--- config.mk ---
export PLATFORM = sky130hd
export DESIGN_NAME = wb_stage
export DESIGN_NICKNAME = d
export VERILOG_FILES = /design/src/rtl/wb_stage.sv
export SDC_FILE = /design/constraint.sdc
export NUM_CORES = 1
export LEC_CHECK = 0
export ABC_CLOCK_PERIOD_IN_PS = 4500
export BUFFER_PORTS_ARGS = -buffer_cell sky130_fd_sc_hd__buf_2
export CELL_PAD_IN_SITES_DETAIL_PLACEMENT = 0
export CELL_PAD_IN_SITES_GLOBAL_PLACEMENT = 1
export CORE_MARGIN = 8
export CORE_UTILIZATION = 35
export DETAILED_ROUTE_END_ITERATION = 8
export HOLD_SLACK_MARGIN = 0.15
export PLACE_DENSITY_LB_ADDON = 0.1
export SLEW_MARGIN = 10
export SYNTH_ARGS = -nofsm -noshare
export SYNTH_HDL_FRONTEND = slang
export SYNTH_SLANG_ARGS = --single-unit
export TNS_END_PERCENT = 1
--- constraint.sdc ---
create_clock -name clk -period 4.5 [get_ports clk]
set_input_delay 0.675 -clock clk [delete_from_list [all_inputs] [get_ports clk]]
set_output_delay 0.675 -clock clk [all_outputs]
set_load 0.02 [all_outputs]
--- src/rtl/wb_stage.sv ---
// Writeback stage: selects ALU/load/link data and registers the GPR write port (1-cycle latency).
// stall holds all registers; flush inserts a bubble. WB_SUBWORD_LOAD_EN enables lb/lbu/lh/lhu extraction.
module wb_stage (
    input  logic        clk,
    input  logic        reset,
    input  logic        stall,
    input  logic        flush,
    input  logic        m_valid,
    input  logic [31:0] m_pc,
    input  logic        m_reg_we,
    input  logic [4:0]  m_a3,
    input  logic [1:0]  m_wb_sel,
    input  logic [2:0]  m_ld_type,
    input  logic [31:0] m_alu,
    input  logic [31:0] m_dm_rd,
    output logic        w_we,
    output logic [4:0]  w_a3,
    output logic [31:0] w_wd,
    output logic [31:0] w_pc,
    output logic        w_valid
);

    localparam logic [31:0] RESET_PC = 32'h0000_3000;

    localparam logic [1:0] SEL_ALU  = 2'd0;
    localparam logic [1:0] SEL_MEM  = 2'd1;
    localparam logic [1:0] SEL_LINK = 2'd2;

    logic [31:0] ld_data;
    logic [31:0] sel_data;
    logic        we_next;

`ifdef WB_SUBWORD_LOAD_EN
    localparam logic [2:0] LD_LB  = 3'd1;
    localparam logic [2:0] LD_LBU = 3'd2;
    localparam logic [2:0] LD_LH  = 3'd3;
    localparam logic [2:0] LD_LHU = 3'd4;

    logic [7:0]  ld_byte;
    logic [15:0] ld_half;

    always_comb begin
        ld_byte = m_dm_rd[7:0];
        case (m_alu[1:0])
            2'd0: ld_byte = m_dm_rd[7:0];
            2'd1: ld_byte = m_dm_rd[15:8];
            2'd2: ld_byte = m_dm_rd[23:16];
            2'd3: ld_byte = m_dm_rd[31:24];
            default: ld_byte = m_dm_rd[7:0];
        endcase
        // Halfword loads ignore address bit 0.
        ld_half = m_alu[1] ? m_dm_rd[31:16] : m_dm_rd[15:0];

        ld_data = m_dm_rd;
        case (m_ld_type)
            LD_LB:   ld_data = {{24{ld_byte[7]}}, ld_byte};
            LD_LBU:  ld_data = {24'h0, ld_byte};
            LD_LH:   ld_data = {{16{ld_half[15]}}, ld_half};
            LD_LHU:  ld_data = {16'h0, ld_half};
            default: ld_data = m_dm_rd;
        endcase
    end
`else
    logic unused_ld;
    assign unused_ld = ^m_ld_type;
    assign ld_data   = m_dm_rd;
`endif

    always_comb begin
        sel_data = 32'h0;
        case (m_wb_sel)
            SEL_ALU:  sel_data = m_alu;
            SEL_MEM:  sel_data = ld_data;
            SEL_LINK: sel_data = m_pc + 32'd8;
            default:  sel_data = 32'h0;
        endcase
    end

    assign we_next = m_valid && m_reg_we && (m_a3 != 5'd0);

    always_ff @(posedge clk) begin
        if (reset) begin
            w_valid <= 1'b0;
            w_we    <= 1'b0;
            w_a3    <= 5'd0;
            w_wd    <= 32'h0;
            w_pc    <= RESET_PC;
        end else if (flush || (!stall && !m_valid)) begin
            w_valid <= 1'b0;
            w_we    <= 1'b0;
            w_a3    <= 5'd0;
            w_wd    <= 32'h0;
            w_pc    <= m_pc;
        end else if (!stall) begin
            w_valid <= 1'b1;
            w_we    <= we_next;
            w_a3    <= m_a3;
            w_wd    <= sel_data;
            w_pc    <= m_pc;
        end
    end

endmodule

==> run summary <==
Die Y: 118.7 um
Pwr Total: 1.515 mW
top cells by count, synth: nand2_1, dfxtp_1, a21oi_1
Post-synth EDFFs: 0
vias per cell: 5.097
DRC violations left: 0
Tmin final: 2.127 ns
Synth Cell Area: 3690 sq um
vias in the first global route: 3900
dpl cell area: 4666 sq um
startpoint type of the worst setup path: input pin
Port Buffers: 179
Power Dens Cells: 310.6 nW/um^2
CP Data Arrival Time: 2.38 ns
top cell type's share of synthesized area: 38.52%
clk_lat worst skew: 0.34 ns
worst hold margin: 0.4519 ns
RePlAce Congestion: 0.7587
pin count of the biggest net entering global routing: 38
DR iter-0 viols: 218
slew at the pin closest to its max-slew limit: 0.9409 ns
clk buf depth: 2
DPL Wire Length: 10200 um
Post-CTS Setup Bufs: 0
post-detailed-route count of antenna-violating nets: 0
antenna diode count: 0
setup TNS: 0 ns
Final Core Density: 47.46%
vias: 3894
cts bufs inserted: 9
Fillers: 1070
global-route wire length before repair: 21160 um
synthesis-stage register bit count: 71
Main synth FF type: dfxtp_1
post-CTS resize count: 0
Non-Filler Instances: 764
Final nets: 737
Post-Syn Nets: 574
core area: 10280 sq um
startpoint of the worst hold path: w_pc[27]
Slew Limit Fails: 0
Final period util: 47.27%
crit path from: m_wb_sel[0]
DIE AREA: 14080 sq um
gr usage total: 18.45%
slowest stage delay, CP: 0.66 ns
Final WS setup: 2.373 ns
Distinct cells, synth: 49
critical path fanouts, max: 37
Worst Setup End Kind: flop
Post-Synthesis Cells: 461
cts-stage hold buffer count: 0
Max Cap Violations: 0
WS Path Type: input pin to flop
top-count cell post-synth: nand2_1
Setup violations, final: 0
first-pass iteration count of the detailed router: 4
layout cells sized above 1: 35.19%
Die Wd: 118.7 um
Place WS: 2.001 ns
unrepaired setup endpoints after global routing: false
clk sinks: 71
Slew headroom: 37.04%
placed cells: 749
Root Driver: clkbuf_8
initial core utilization: 35.90%
row count: 37
fmax: 470.1 MHz
Worst Hold Class: flop to flop
final clock skew: 0 ns
drt total wl: 13130 um
crit-path cells: buf_2 > nor2b_1 > a21oi_1 > a221oi_1
critical path's slowest cell: nor2b_1
design area: 4877 sq um
post-synthesis sequential area ratio: 38.52%
drt wl/cell: 17.18 um
IO Pins: 183
Remaining Overflow, GRT: 0
Required @ worst endpoint: 4.75 ns
worst flop-to-flop path startpoint: w_wd[20]
Final Hold Vio Count: 0
Leak: 2.188 nW
synth warn: 0
synth top area cells: dfxtp_1, nand2_1, a21oi_1, mux2i_1, xnor2_1
Clk pin slew, worst setup/hold paths: 0.07 ns
initial antenna violation count: 1
dominant cell type by area after synthesis: dfxtp_1
Avg Cell Area, Syn: 8.004 sq um
status: finished, final reports clean
TritonCTS clock tree: built
htree depth: 3
Max VDD drop: 0.1640 mV
Synth async-reset ratio: 0%
area added between synthesis and finish: 32.18%
[layout by cell type, fill, tap and decap left out, types with 2 or more instances in the layout]
cell type    n
xnor2_1     17
bufinv_16    2
xor2_1       5
o21ai_0     22
nand2_1     90
and4_1       4
nand3_1     10
a22oi_1     11
nand3b_1     3
inv_1       15
o21a_1       4
and3_1       2
a21oi_1     45
nand4_1      6
a211oi_1     5
dfxtp_1     71
nor3_1      10
nor4_1       2
or3_1        2
nor3_2       2
clkbuf_8    10
or4_4        2
nor2b_1      2
buf_2      179
a221oi_1     2
nor2_1      26
clkinv_2     2
nand2b_1     3
o211ai_1     5
buf_4        4
mux2i_1     17
mux2_2      13
o221ai_1     5
or4_1        2
o22ai_1     11
[logic make-up (layout without fill, tap and decap cells)]
kind of cell	Yosys count	after routing	synth area share, %
adder cells (fa/ha/maj)	1	1	0.3390
flip-flops	71	71	38.52
AO/OA/AOI/OAI	119	119	19.77
AND/OR/NAND/NOR	172	172	22.62
multiplexers	30	30	8.579
buffers and inverters	46	213	4.951
XOR/XNOR	22	22	5.222
[metal layers]
metal	global-route usage, %	routed length, um	part of all wire (%)
met4	5.455	119	0.91
met5	0	8	0.061
met1	23.87	6023	46
met2	28.97	6001	46
met3	5.521	976	7.4
[sequential cells by signal (all words and copies together), names as in the netlist]
name / cells
w_valid: 1
w_a3: 5
w_we: 1
w_pc: 32
w_wd: 32
[final timing paths]
path,end,slack (ns),cells after the start
max reg2reg,w_wd[20],3.66,4
min,w_pc[27],0.45,2
min reg2reg,w_pc[27],0.45,2
max,w_wd[6],2.37,4
[worst max-delay path, delay by kind of cell]
family | cells | cell delay, ns
simple gates | 1 | 0.66
buf+inv | 1 | 0.60
compound gates | 2 | 0.43
[final cells by class]
cell class	count	area, sq um	share of cell area [%]
Clock buffer	11	141.4	2.899
Timing Repair Buffer	183	925.9	18.98
Tap cell	136	170.2	3.489
Clock inverter	4	70.07	1.437
Inverter	15	56.30	1.154
Sequential cell	71	1421	29.14
Multi-Input combinational cell	344	2092	42.89
[where the power goes]
| part | internal, mW | total [mW] | leakage [nW] | switching [mW] |
|---|---|---|---|---|
| sequential | 0.656 | 0.669 | 0.582 | 0.0130 |
| combinational | 0.110 | 0.281 | 1.50 | 0.171 |
| clock | 0.323 | 0.565 | 0.109 | 0.242 |
No activity file was read; power rests on OpenSTA's default activity.
